File: src/rtl/pipeline_hazard_ctrl_if.sv
// Handshake bundle between the pipeline stage tops and the hazard controller.
// The pipeline side (master) supplies hazard inputs; the controller (slave) returns stall/flush and counters.
interface pipeline_hazard_ctrl_if #(
  parameter int NUM_MISS_SRC   = 2,
  parameter int REG_ADDR_WIDTH = 5,
  parameter int CNT_WIDTH      = 32
);
  logic                      trigger;
  logic [NUM_MISS_SRC-1:0]   cache_miss;
  logic [REG_ADDR_WIDTH-1:0] Rs1D;
  logic [REG_ADDR_WIDTH-1:0] Rs2D;
  logic [REG_ADDR_WIDTH-1:0] RdE;
  logic                      MemReadE;
  logic                      PCSrcE;
  logic                      StallF;
  logic                      StallD;
  logic                      StallE;
  logic                      StallM;
  logic                      StallW;
  logic                      FlushD;
  logic                      FlushE;
  logic                      hung;
  logic [CNT_WIDTH-1:0]      stall_cycles;
  logic [CNT_WIDTH-1:0]      bubble_count;
  logic [CNT_WIDTH-1:0]      flush_count;

  modport master (
    output trigger, cache_miss, Rs1D, Rs2D, RdE, MemReadE, PCSrcE,
    input  StallF, StallD, StallE, StallM, StallW, FlushD, FlushE,
    input  hung, stall_cycles, bubble_count, flush_count
  );

  modport slave (
    input  trigger, cache_miss, Rs1D, Rs2D, RdE, MemReadE, PCSrcE,
    output StallF, StallD, StallE, StallM, StallW, FlushD, FlushE,
    output hung, stall_cycles, bubble_count, flush_count
  );
endinterface

File: src/rtl/pipeline_hazard_ctrl.sv
// Central stall/flush controller: merges miss sources and run gate into a freeze,
// handles load-use bubbles and branch flushes, with post-reset hold, miss watchdog and perf counters.
module pipeline_hazard_ctrl #(
  parameter int NUM_MISS_SRC   = 2,
  parameter int REG_ADDR_WIDTH = 5,
  parameter int INIT_CYCLES    = 4,
  parameter int TIMEOUT        = 1024,
  parameter int CNT_WIDTH      = 32
) (
  input  logic                    clk,
  input  logic                    rst_n,
  pipeline_hazard_ctrl_if.slave   hz
);

  typedef enum logic [1:0] {
    ST_INIT,
    ST_RUN,
    ST_HUNG
  } state_t;

  localparam int HOLD_W = (INIT_CYCLES > 1) ? $clog2(INIT_CYCLES + 1) : 1;
  localparam int MISS_W = (TIMEOUT > 1) ? $clog2(TIMEOUT + 1) : 1;

  localparam state_t                    RESET_STATE = (INIT_CYCLES == 0) ? ST_RUN : ST_INIT;
  localparam logic [HOLD_W-1:0]         HOLD_INIT   = HOLD_W'(INIT_CYCLES);
  localparam logic [MISS_W-1:0]         MISS_LAST   = MISS_W'((TIMEOUT > 0) ? TIMEOUT - 1 : 0);
  localparam logic [REG_ADDR_WIDTH-1:0] REG_ZERO    = '0;

  state_t                state_q;
  logic [HOLD_W-1:0]     hold_q;
  logic [MISS_W-1:0]     miss_cnt_q;
  logic                  hung_q;
  logic [CNT_WIDTH-1:0]  stall_cycles_q;
  logic [CNT_WIDTH-1:0]  bubble_count_q;
  logic [CNT_WIDTH-1:0]  flush_count_q;

  logic [NUM_MISS_SRC-1:0] miss_vec;
  logic any_miss;
  logic freeze;
  logic load_use;
  logic running;
  logic flush_apply;
  logic bubble_apply;
  logic stall_fd;
  logic stall_emw;
  logic flush_d;
  logic flush_e;

  assign miss_vec = hz.cache_miss;
  assign any_miss = |miss_vec;
  assign freeze   = any_miss | ~hz.trigger;
  assign load_use = hz.MemReadE && (hz.RdE != REG_ZERO) &&
                    ((hz.RdE == hz.Rs1D) || (hz.RdE == hz.Rs2D));
  assign running  = (state_q == ST_RUN);

  // Branch and load-use are suppressed while frozen; they stay pending in E/D
  // and are applied (and counted) on the first unfrozen cycle.
  assign flush_apply  = running && !freeze && hz.PCSrcE;
  assign bubble_apply = running && !freeze && !hz.PCSrcE && load_use;

  always_comb begin
    stall_fd  = 1'b0;
    stall_emw = 1'b0;
    flush_d   = 1'b0;
    flush_e   = 1'b0;
    if (!running || freeze) begin
      stall_fd  = 1'b1;
      stall_emw = 1'b1;
    end else if (hz.PCSrcE) begin
      flush_d = 1'b1;
      flush_e = 1'b1;
    end else if (load_use) begin
      stall_fd = 1'b1;
      flush_e  = 1'b1;
    end
  end

  assign hz.StallF       = stall_fd;
  assign hz.StallD       = stall_fd;
  assign hz.StallE       = stall_emw;
  assign hz.StallM       = stall_emw;
  assign hz.StallW       = stall_emw;
  assign hz.FlushD       = flush_d;
  assign hz.FlushE       = flush_e;
  assign hz.hung         = hung_q;
  assign hz.stall_cycles = stall_cycles_q;
  assign hz.bubble_count = bubble_count_q;
  assign hz.flush_count  = flush_count_q;

  always_ff @(posedge clk or negedge rst_n) begin
    if (!rst_n) begin
      state_q        <= RESET_STATE;
      hold_q         <= HOLD_INIT;
      miss_cnt_q     <= '0;
      hung_q         <= 1'b0;
      stall_cycles_q <= '0;
      bubble_count_q <= '0;
      flush_count_q  <= '0;
    end else begin
      case (state_q)
        ST_INIT: begin
          if (hold_q <= HOLD_W'(1)) state_q <= ST_RUN;
          if (hold_q != '0) hold_q <= hold_q - HOLD_W'(1);
        end

        ST_RUN: begin
          if (freeze)       stall_cycles_q <= stall_cycles_q + CNT_WIDTH'(1);
          if (bubble_apply) bubble_count_q <= bubble_count_q + CNT_WIDTH'(1);
          if (flush_apply)  flush_count_q  <= flush_count_q + CNT_WIDTH'(1);

          // A run-gate-only freeze leaves the miss streak untouched.
          if (TIMEOUT != 0) begin
            if (any_miss) begin
              if (miss_cnt_q == MISS_LAST) begin
                state_q <= ST_HUNG;
                hung_q  <= 1'b1;
              end
              if (miss_cnt_q != '1) miss_cnt_q <= miss_cnt_q + MISS_W'(1);
            end else if (hz.trigger) begin
              miss_cnt_q <= '0;
            end
          end
        end

        ST_HUNG: begin
          hung_q <= 1'b1;
        end

        default: begin
          state_q <= RESET_STATE;
        end
      endcase
    end
  end

endmodule

File: src/flat_wrapper.sv
// flat-port wrapper written by rule: the top's interface ports become plain ports
module pipeline_hazard_ctrl_flat 
#(
  parameter int NUM_MISS_SRC   = 2,
  parameter int REG_ADDR_WIDTH = 5,
  parameter int INIT_CYCLES    = 4,
  parameter int TIMEOUT        = 1024,
  parameter int CNT_WIDTH      = 32
)
  (clk, rst_n, hz_trigger, hz_cache_miss, hz_Rs1D, hz_Rs2D, hz_RdE, hz_MemReadE, hz_PCSrcE, hz_StallF, hz_StallD, hz_StallE, hz_StallM, hz_StallW, hz_FlushD, hz_FlushE, hz_hung, hz_stall_cycles, hz_bubble_count, hz_flush_count);
  pipeline_hazard_ctrl_if #(.NUM_MISS_SRC(NUM_MISS_SRC), .REG_ADDR_WIDTH(REG_ADDR_WIDTH), .CNT_WIDTH(CNT_WIDTH)) hz_i ();
  input  logic clk;
  input  logic rst_n;
  input wire logic [$bits(hz_i.trigger)-1:0] hz_trigger;
  input wire logic [$bits(hz_i.cache_miss)-1:0] hz_cache_miss;
  input wire logic [$bits(hz_i.Rs1D)-1:0] hz_Rs1D;
  input wire logic [$bits(hz_i.Rs2D)-1:0] hz_Rs2D;
  input wire logic [$bits(hz_i.RdE)-1:0] hz_RdE;
  input wire logic [$bits(hz_i.MemReadE)-1:0] hz_MemReadE;
  input wire logic [$bits(hz_i.PCSrcE)-1:0] hz_PCSrcE;
  output wire logic [$bits(hz_i.StallF)-1:0] hz_StallF;
  output wire logic [$bits(hz_i.StallD)-1:0] hz_StallD;
  output wire logic [$bits(hz_i.StallE)-1:0] hz_StallE;
  output wire logic [$bits(hz_i.StallM)-1:0] hz_StallM;
  output wire logic [$bits(hz_i.StallW)-1:0] hz_StallW;
  output wire logic [$bits(hz_i.FlushD)-1:0] hz_FlushD;
  output wire logic [$bits(hz_i.FlushE)-1:0] hz_FlushE;
  output wire logic [$bits(hz_i.hung)-1:0] hz_hung;
  output wire logic [$bits(hz_i.stall_cycles)-1:0] hz_stall_cycles;
  output wire logic [$bits(hz_i.bubble_count)-1:0] hz_bubble_count;
  output wire logic [$bits(hz_i.flush_count)-1:0] hz_flush_count;
  assign hz_i.trigger = hz_trigger;
  assign hz_i.cache_miss = hz_cache_miss;
  assign hz_i.Rs1D = hz_Rs1D;
  assign hz_i.Rs2D = hz_Rs2D;
  assign hz_i.RdE = hz_RdE;
  assign hz_i.MemReadE = hz_MemReadE;
  assign hz_i.PCSrcE = hz_PCSrcE;
  assign hz_StallF = hz_i.StallF;
  assign hz_StallD = hz_i.StallD;
  assign hz_StallE = hz_i.StallE;
  assign hz_StallM = hz_i.StallM;
  assign hz_StallW = hz_i.StallW;
  assign hz_FlushD = hz_i.FlushD;
  assign hz_FlushE = hz_i.FlushE;
  assign hz_hung = hz_i.hung;
  assign hz_stall_cycles = hz_i.stall_cycles;
  assign hz_bubble_count = hz_i.bubble_count;
  assign hz_flush_count = hz_i.flush_count;
  pipeline_hazard_ctrl #(.NUM_MISS_SRC(NUM_MISS_SRC), .REG_ADDR_WIDTH(REG_ADDR_WIDTH), .INIT_CYCLES(INIT_CYCLES), .TIMEOUT(TIMEOUT), .CNT_WIDTH(CNT_WIDTH)) u_core (.clk(clk), .rst_n(rst_n), .hz(hz_i));
endmodule
File: config.mk
export PLATFORM = sky130hd
export DESIGN_NAME = pipeline_hazard_ctrl_flat
export DESIGN_NICKNAME = d
export VERILOG_FILES = /design/src/rtl/pipeline_hazard_ctrl_if.sv /design/src/rtl/pipeline_hazard_ctrl.sv /design/src/flat_wrapper.sv
export SDC_FILE = /design/constraint.sdc
export NUM_CORES = 1
export LEC_CHECK = 0
export CORE_MARGIN = 2
export CORE_UTILIZATION = 28
export CTS_BUF_LIST = sky130_fd_sc_hd__clkbuf_4 sky130_fd_sc_hd__clkbuf_8 sky130_fd_sc_hd__clkbuf_16
export DETAILED_ROUTE_END_ITERATION = 7
export MAX_ROUTING_LAYER = met4
export REMOVE_ABC_BUFFERS = 1
export SYNTH_ARGS = -nofsm -noshare
export SYNTH_HDL_FRONTEND = slang
export SYNTH_SLANG_ARGS = --single-unit
File: constraint.sdc
create_clock -name clk -period 2.3 [get_ports clk]
set_clock_uncertainty 0.15 [all_clocks]
set_input_delay 0.46 -clock clk [delete_from_list [all_inputs] [get_ports clk]]
set_output_delay 0.46 -clock clk [all_outputs]
set_load 0.01 [all_outputs]
==> results of run 1 <==
## report_power, final
group          switching, mW  total, mW  internal (mW)  leakage [nW]
Clock                  0.993       2.61           1.62         0.273
Sequential             0.174       2.30           2.13          1.52
Combinational          0.368      0.758          0.390          1.83
Total                   1.53       5.67           4.13          3.63
## sequential cells by signal, indices dropped and copies added, names as in the netlist
name and cells:
u_core.hz.stall_cycles 32, u_core.state_q 2, u_core.hz.flush_count 32, u_core.hz.bubble_count 32, u_core.hz.hung 1, u_core.miss_cnt_q 11
u_core.hold_q 3
## worst max path at each step
stage,endpoint,slack (ns),cells past startpoint
detailed placement,hz_StallF,-0.78,6
global placement,hz_StallF,-0.68,6
global route,hz_StallF,-0.003,6
finish,hz_FlushE,0.06,6
floorplan,hz_StallD,-1.11,4
CTS,u_core.hz.bubble_count[27]$_DFFE_PN0P_,0.01,9
## synth_stat cells, types with 4 or more instances
cell	count	area, um2
nand4_1	29	181
nor4_2	4	50.1
nor3_1	15	75.1
nor2_1	29	109
and3_1	13	81.3
nand3b_1	4	30.0
o21ai_0	7	35.0
and4_1	14	123
dfrtp_1	112	2800
ha_1	7	87.6
xor2_1	50	438
inv_1	10	37.5
nor4_1	8	50.1
xnor2_1	57	499
nand2_1	39	146
o21a_1	4	30.0
and2_1	5	31.3
buf_4	4	30.0
clkbuf_1	8	30.0
nand4b_1	4	35.0
nand3_1	36	180
## cells in the final DEF (no fill, tap or decap), types with 3 or more instances in the layout
cell / Yosys / layout
buf_2: 2 / 8
clkdlybuf4s15_2: 0 / 3
nor4_1: 8 / 5
nor3_1: 15 / 12
o21a_1: 4 / 4
inv_6: 0 / 3
inv_1: 10 / 10
and3_1: 13 / 13
dlygate4sd2_1: 0 / 6
nand2_1: 39 / 39
xor2_1: 50 / 50
nor4_4: 3 / 3
mux2_2: 3 / 3
buf_4: 4 / 49
clkbuf_2: 0 / 3
nand3b_1: 4 / 4
and2_1: 5 / 4
o21ai_0: 7 / 7
clkdlybuf4s15_1: 0 / 5
and4_1: 14 / 13
buf_6: 3 / 3
clkbuf_16: 0 / 17
nand3_1: 36 / 36
xnor2_1: 57 / 57
clkinv_4: 0 / 4
ha_1: 7 / 7
nor2_1: 29 / 27
dfrtp_1: 112 / 112
nand4_1: 29 / 29
clkinvlp_4: 0 / 5
nand4b_1: 4 / 4
nor4_2: 4 / 7
nor3_2: 0 / 3
clkdlybuf4s50_1: 0 / 97
## final cells by class
| type | instances | area share [%] |
|---|---|---|
| tap | 265 | 4.05 |
| sequential | 113 | 34.6 |
| clock buffer | 18 | 5.29 |
| multi-input combinational | 369 | 33.6 |
| inverter | 11 | 0.535 |
| timing repair buffer | 179 | 20.0 |
| clock inverter | 14 | 1.94 |
## cell families (layout without fill, tap and decap cells)
| group | Yosys count | count (layout) | share of synthesized area, % |
|---|---|---|---|
| buf+inv | 28 | 222 | 2.57 |
| mux | 3 | 3 | 0.599 |
| compound gates | 23 | 23 | 2.73 |
| xor+xnor | 108 | 108 | 16.9 |
| fa+ha+maj | 7 | 7 | 1.55 |
| flops | 113 | 113 | 50.2 |
| simple gates | 228 | 228 | 25.5 |
## per-stage QoR
step,power (mW),hold slack (ns)
after floorplan,2.63,0.0144
after global placement,3.07,0.205
after detailed placement,3.10,0.209
after CTS,5.74,0.303
after global routing,5.93,0.321
final,5.67,0.311
## metal layers
layer  track usage, %  routed length (um)
met1             17.8                6480
met2             22.5                7010
met3             3.70                 756
met4             4.61                 217
met5                -                   0
## repair_timing
item,in CTS,in global routing
setup endpoints to repair,46,37
endpoints found under the hold margin,16,0
resized for setup,69,20
setup buffers,9,1
pin swaps,18,15
hold buffers,1,0
cloned,1,0
==> results.toml, run 1 <==
[placement]
dpl.hpwl_mm = 10.4
place_ws_ns = -0.778
portBuffers = 125
place.gp.congestion = 0.849
dp.cells = 928
dpl_cell_area_um2 = 7500

[setup_path]
cp-end-kind = "primary output"
path_delay_family = "simple AND/OR/NAND/NOR gates"
cp_slowest_cell = "or4_4"
cp.required_ns = 1.69
r2r_slack_ns = 0.17
crit_buf_inv = 2
crit_start = "hz_RdE[2]"
startpoint_type = "input pin"
worst-path-max-fanout = 3
cp_cell_sequence = "buf_2 > or4_4 > o21ai_4 > nor2_1 > o21a_1 > buf_2"
cpPeakStageDelay_ns = 0.55
path_common_cell = "buf_2"
arrival_ns = 1.63
r2r_cells = 5
worst-setup-path-type = "input pin to primary output"
r2r_end = "u_core.hz.bubble_count[27]$_DFFE_PN0P_"
reg2reg_from = "u_core.hz.bubble_count[8]$_DFFE_PN0P_"

[clock_tree]
clockBufferDepth = 2
cts_tree = "done"
cts_root_buffer = "clkbuf_16"
clock-sinks = 113
htreeDepth = 4
clk_pin_slew_ns = 0.06
clk_latency_ns = 0.41
cts_made_buffers = 17

[final_layout]
nets = 720
fin_util_pct = 41.8
drive_gt1_share_pct = 20.3
fill_cells = 1893
finalInstanceArea_um2 = 8180
finalNonFillerCells = 969
regArea_um2 = 2830
num_antenna_cells = 0
multiInputGateArea_um2 = 2750
area_delta_synth_final_pct = 45.1

[timing]
timing.fmax_mhz = 446
worstMarginPinSlew_ns = 0.504
drv_slew = 0
setup_ws_ns = 0.0602
tns_ns = 0
period_share_pct = 97.4
hold_viol = 0
min_period_ns = 2.24
finalSetupViolCount = 0
slew_headroom_pct = 66.4

[synth]
synth_cells = 510
ys_seq_area_share_pct = 50.2
yosysWarnings = 0
synth_edf_count = 0
async_flop_share_pct = 100
synth_ff_type = "dfrtp_1"
ys_ff_latch = 113
netlist_area_um2 = 5640
ys_types = 57
syn_area_per_cell_um2 = 11.1

[global_routing]
grt_overflow = 0
antenna_found_initial = 0
grt_pass1_vias = 4585
grt_pass1_wl_mm = 23.9
grt.total_usage_pct = 14.2
grt_max_degree = 55

[die]
io_pins = 126
die_area_um2 = 21300
die_y_um = 146
fp.dieW_um = 146
rows = 51
core_um2 = 19600
start_util_pct = 28.8

[status]
outcome = "finished clean"

[power_and_ir_drop]
p_per_area_nw_per_um2 = 693
total_leakage_power_nw = 3.63
ir_drop_v = 0.000505

[min_path]
hold_path.class = "input pin to asynchronous set/reset pin"

[detailed_routing]
wl_mm = 14.5
via_per_inst = 4.71
antenna_left = 0
wl_per_cell_um = 14.9
drcViolationCount = 0
drtIter0Drc = 246
vias = 4561
first_pass_iters = 4

[run]
cap_violations = 0
Note: power is estimated with default switching activity, not from simulation.
==> run 2, diff against run 1 <==
ABC_AREA = 1   (was unset)
CORE_UTILIZATION = 45   (was 28)
DONT_BUFFER_PORTS = 1   (was unset)
==> results.toml, run 2 <==
[status]
outcome = "finished with violations"
violations = "hold timing"

[setup_path]
worst-setup-path-type = "register to primary output"
cp.depth = 4
cp_cell_sequence = "inv_2 > nor2_4 > nand3_4 > nor2_4"
r2r_end = "u_core.miss_cnt_q[7]$_DFFE_PN0P_"
r2r_cells = 9
crit_start = "u_core.state_q[0]$_DFFE_PN0P_"
crit_end = "hz_FlushD"
cpPeakStageDelay_ns = 0.42
worst-path-max-fanout = 10
r2r_slack_ns = 0.37
cp_slowest_cell = "dfrtp_1"
crit_buf_inv = 1
path_common_cell = "nor2_4"
path_delay_family = "simple AND/OR/NAND/NOR gates"
startpoint_type = "register"
cp.required_ns = 1.69
arrival_ns = 1.58
cp-end-kind = "primary output"
reg2reg_from = "u_core.miss_cnt_q[0]$_DFFE_PN0P_"

[synth]
synth_ff_type = "dfrtp_1"
synth_cells = 1042
synth_top_cell_by_area = "dfrtp_1"
netlist_area_um2 = 7270
synth_edf_count = 0
ys_seq_area_share_pct = 38.9
synth_common_cells = "nand2_1 (427), nor2_1 (124), dfrtp_1 (112)"
syn_area_per_cell_um2 = 6.98
yosysMostFrequentCell = "nand2_1"
yosysWarnings = 0
ys_ff_latch = 113
yosysTopAreaCellShare_pct = 38.6
ys_types = 34
async_flop_share_pct = 100
synthTopCellsByArea = "dfrtp_1 (39%), nand2_1 (22%), nor2_1 (6.4%)"

[detailed_routing]
drcViolationCount = 0
via_per_inst = 4.98
wl_mm = 17.9
antenna_left = 0
first_pass_iters = 5
vias = 6411
wl_per_cell_um = 13.9
drtIter0Drc = 368

[final_layout]
area_delta_synth_final_pct = 11.8
drive_gt1_share_pct = 7.94
fill_cells = 1574
multiInputGateArea_um2 = 3970
mostFrequentLayoutCell = "nand2_1"
regArea_um2 = 2830
finalNonFillerCells = 1287
nets = 1088
fin_util_pct = 51.4
num_antenna_cells = 0
layout_common_cells = "nand2_1 (427), nor2_1 (124), dfrtp_1 (112)"

[die]
io_pins = 126
die_area_um2 = 17200
die_y_um = 131
start_util_pct = 45.9
core_um2 = 15800
rows = 46
fp.dieW_um = 131

[power_and_ir_drop]
total_leakage_power_nw = 3.88
p_int_mw = 4.12
combPwrFrac_pct = 9.2
p_per_area_nw_per_um2 = 691
power_switching_mw = 1.50
switching_share_pct = 26.7
seq_power_share_pct = 43.3
power_frac_clock_pct = 47.5
ir_drop_v = 0.000593

[global_routing]
grt_max_degree = 114
grt_pass1_vias = 6275
antenna_found_initial = 0
grt_pass1_wl_mm = 31.2
grt_overflow = 0
grt.total_usage_pct = 22.6

[clock_tree]
clk_pin_slew_ns = 0.05
cts_made_buffers = 17
htreeDepth = 4
cts_root_buffer = "clkbuf_16"
clockBufferDepth = 2
clk_latency_ns = 0.42
cts_tree = "done"
clock-sinks = 113
post_cts.repair.setup_buffers = 0

[placement]
place.gp.congestion = 0.877
dp.cells = 1255
dpl.hpwl_mm = 13.3
portBuffers = 0

[timing]
min_period_ns = 2.19
drv_slew = 0
tns_ns = 0
slew_headroom_pct = 68.8
hold_viol = 113
grt_setup_unrepaired = "no"
worstMarginPinSlew_ns = 0.463
period_share_pct = 95.4
timing.fmax_mhz = 456
whs_ns = -0.414
finalSetupViolCount = 0

[run]
cap_violations = 0

[min_path]
hold_path.class = "input pin to asynchronous set/reset pin"
==> run 2: cell types whose count changed after synthesis, sizes merged, moves of 7 or more <==
cell,before,now
nand3b,4,26
nor4,15,1
o21ai,8,17
xor2,51,41
nor3,16,35
and4,15,0
nand3,36,60
nand2,39,434
xnor2,57,21
and3,14,0
inv,11,94
buf,9,16
nor2,30,141
clkbuf,8,1
==> run 2: worst min-delay path by stage <==
stage / startpoint / endpoint / depth (start not counted)
2_1_floorplan: rst_n / u_core.hold_q[0]$_DFFE_PN0P_ / 0
3_3_place_gp: rst_n / u_core.hz.bubble_count[24]$_DFFE_PN0P_ / 0
3_5_place_dp: rst_n / u_core.hz.bubble_count[26]$_DFFE_PN0P_ / 0
4_1_cts: rst_n / u_core.hz.bubble_count[26]$_DFFE_PN0P_ / 0
5_1_grt: rst_n / u_core.hz.bubble_count[28]$_DFFE_PN0P_ / 0
6_report: rst_n / u_core.hz.bubble_count[4]$_DFFE_PN0P_ / 0
==> run 2: per-layer routing <==
metal  track usage, %  part of all wire (%)
met1             29.4                    48
met2             34.3                    45
met3             6.83                   5.5
met4             6.88                   1.5
met5                -                     0
==> run 2: layout make-up <==
class | count | share of cell area [%]
tap | 216 | 3.32
sequential | 113 | 34.8
inverter | 95 | 4.40
multi-input combinational | 818 | 48.8
timing repair buffer | 14 | 1.29
clock inverter | 5 | 0.924
clock buffer | 26 | 6.45
==> run 2: through the flow <==
stage | setup slack (ns) | power (mW) | hold WS [ns] | instance area, um2
6_report | 0.106 | 5.62 | -0.414 | 8130
5_1_grt | 0.000767 | 5.89 | -0.434 | 8130
4_1_cts | 0.0490 | 5.67 | -0.430 | 8120
3_5_place_dp | 0.316 | 2.98 | 0.0174 | 7520
3_3_place_gp | 0.343 | 2.98 | 0.0173 | 7520
2_1_floorplan | 0.113 | 2.81 | 0.0144 | 7150
==> run 2: repair_timing <==
item | in CTS | in global routing
gates resized for setup | 0 | 0
setup endpoints to repair | 0 | 1
endpoints found under the hold margin | 113 | 113
==> run 2: logic make-up after synthesis <==
| kind of cell | count (synthesis) | share of synthesized area (%) |
|---|---|---|
| AOI/OAI and AO/OA | 26 | 1.98 |
| xor gates and xnor gates | 62 | 7.47 |
| adders and majority gates | 7 | 1.20 |
| buffers and inverters | 112 | 6.59 |
| DFF | 113 | 38.9 |
| and+or+nand+nor | 722 | 43.8 |
==> run 2: worst reg2reg max path, cell delays in order, from the launching register on <==
cell and delay (ns):
dfrtp_1 0.40, ha_1 0.27, nand3_2 0.13, nor2_2 0.18
nand4_1 0.10, nand2_1 0.20, nand2_2 0.15, clkinv_2 0.14
nand2_1 0.06, o21ai_0 0.06
==> run 2: power groups by stage <==
| stage | Clock (mW) | Sequential [mW] | Combinational (mW) |
|---|---|---|---|
| 6_report | 2.67 | 2.43 | 0.517 |
| 5_1_grt | 2.81 | 2.47 | 0.614 |
| 2_1_floorplan | 0 | 2.40 | 0.416 |
| 3_5_place_dp | 0 | 2.46 | 0.516 |
| 4_1_cts | 2.72 | 2.43 | 0.519 |
| 3_3_place_gp | 0 | 2.46 | 0.514 |
==> run 3, diff against run 2 <==
CORE_MARGIN = 10   (was 2)
==> results.toml, run 3 (synthesis gave the netlist of run 2 again) <==
[setup_path]
reg2reg_from = "u_core.hz.flush_count[0]$_DFFE_PN0P_"
worst-setup-path-type = "register to primary output"
worst-path-max-fanout = 9
cp-end-kind = "primary output"
arrival_ns = 1.58
startpoint_type = "register"
r2r_slack_ns = 0.34
r2r_cells = 10
crit_start = "u_core.state_q[0]$_DFFE_PN0P_"
cp.required_ns = 1.69
crit_end = "hz_FlushD"
r2r_end = "u_core.hz.flush_count[24]$_DFFE_PN0P_"

[global_routing]
grt_max_degree = 114
grt.total_usage_pct = 18.6
grt_overflow = 0
grt_pass1_wl_mm = 32.3
antenna_found_initial = 0
grt_pass1_vias = 6097

[final_layout]
fill_cells = 1566
nets = 1084
layout_common_cells = "nand2_1 (427), nor2_1 (124), dfrtp_1 (112)"
area_delta_synth_final_pct = 12.2
num_antenna_cells = 0
regArea_um2 = 2830
mostFrequentLayoutCell = "nand2_1"
drive_gt1_share_pct = 7.68
fin_util_pct = 51.4
multiInputGateArea_um2 = 3960

[power_and_ir_drop]
total_leakage_power_nw = 3.88
p_per_area_nw_per_um2 = 725
ir_drop_v = 0.000515

[clock_tree]
post_cts.repair.setup_buffers = 0
clk_latency_ns = 0.42
cts_tree = "done"
cts_root_buffer = "clkbuf_16"
cts_made_buffers = 17
clockBufferDepth = 2
htreeDepth = 4
cts_resized = 0
clk_pin_slew_ns = 0.06
clock-sinks = 113

[detailed_routing]
drtIter0Drc = 377
wl_mm = 19.2
wl_per_cell_um = 15.0
antenna_left = 0
first_pass_iters = 5
vias = 6415
drcViolationCount = 0
via_per_inst = 5.00

[timing]
worstMarginPinSlew_ns = 0.564
grt_setup_unrepaired = "no"
drv_slew = 0
hold_viol = 113
finalSetupViolCount = 0
period_share_pct = 95.4
min_period_ns = 2.19
tns_ns = 0
timing.fmax_mhz = 456
slew_headroom_pct = 62.1
whs_ns = -0.413

[die]
die_y_um = 147
fp.dieW_um = 147
core_um2 = 15900
start_util_pct = 45.8
io_pins = 126
die_area_um2 = 21600
rows = 46

[placement]
portBuffers = 0
place.gp.congestion = 0.868
dpl.hpwl_mm = 14.3

[min_path]
hold_path.class = "input pin to asynchronous set/reset pin"

[run]
cap_violations = 0

[status]
violations = "hold timing"
outcome = "finished with violations"
[run 3: cell count changes in the layout (fill, tap and decap cells not counted), sizes merged]
cell,delta
buf,-3
bufinv,+3
clkbuf,-5
clkinv,+2
clkinvlp,+1
nor2,-1
[run 3: how the worst min path moves through the flow]
stage	from	end	slack, ns
3_3_place_gp	rst_n	u_core.hz.bubble_count[26]$_DFFE_PN0P_	0.02
5_1_grt	rst_n	u_core.hz.bubble_count[25]$_DFFE_PN0P_	-0.43
4_1_cts	rst_n	u_core.hz.bubble_count[26]$_DFFE_PN0P_	-0.43
2_1_floorplan	rst_n	u_core.hold_q[0]$_DFFE_PN0P_	0.01
6_report	rst_n	u_core.hz.bubble_count[25]$_DFFE_PN0P_	-0.41
3_5_place_dp	rst_n	u_core.hz.bubble_count[26]$_DFFE_PN0P_	0.02
[run 3: cell type report]
cell class | count | share of cell area (%)
Clock inverter | 11 | 2.24
Multi-Input combinational cell | 817 | 48.6
Sequential cell | 113 | 34.7
Tap cell | 216 | 3.31
Inverter | 95 | 4.39
Timing Repair Buffer | 11 | 1.01
Clock buffer | 21 | 5.81
[run 3: layer usage]
metal | share of wire, % | vias to the layer above | routed length [um] | track usage, %
met5 | 0 | - | 0 | -
met1 | 46 | 2921 | 8850 | 23.2
met3 | 6.5 | 38 | 1260 | 5.84
met2 | 45 | 154 | 8700 | 27.8
met4 | 2.1 | 0 | 400 | 6.74
li1 | - | 3302 | - | -
[run 3: per-stage QoR]
stage          total power, mW  setup slack (ns)  hold slack (ns)  area (um2)  std cells
2_1_floorplan             2.81             0.113           0.0144        7150       1025
3_3_place_gp              2.97             0.344           0.0181        7500       1252
3_5_place_dp              2.99             0.329           0.0185        7500       1252
4_1_cts                   5.97            0.0774           -0.427        8160       1284
5_1_grt                   6.18           0.00648           -0.432        8160       1284
6_report                  5.91             0.106           -0.413        8160       1284
[run 3: worst max-delay path: stages (launching register included)]
cell and delay [ns]:
dfrtp_1 0.42, inv_2 0.06, nor2_4 0.13, nand3_4 0.22, nor2_4 0.33
[run 3: power breakdown]
part	switching [mW]	internal (mW)	leakage (nW)	total, mW
sequential	0.290	2.15	1.48	2.44
clock	0.951	2.01	0.326	2.96
combinational	0.323	0.195	2.08	0.518
total	1.56	4.35	3.88	5.91
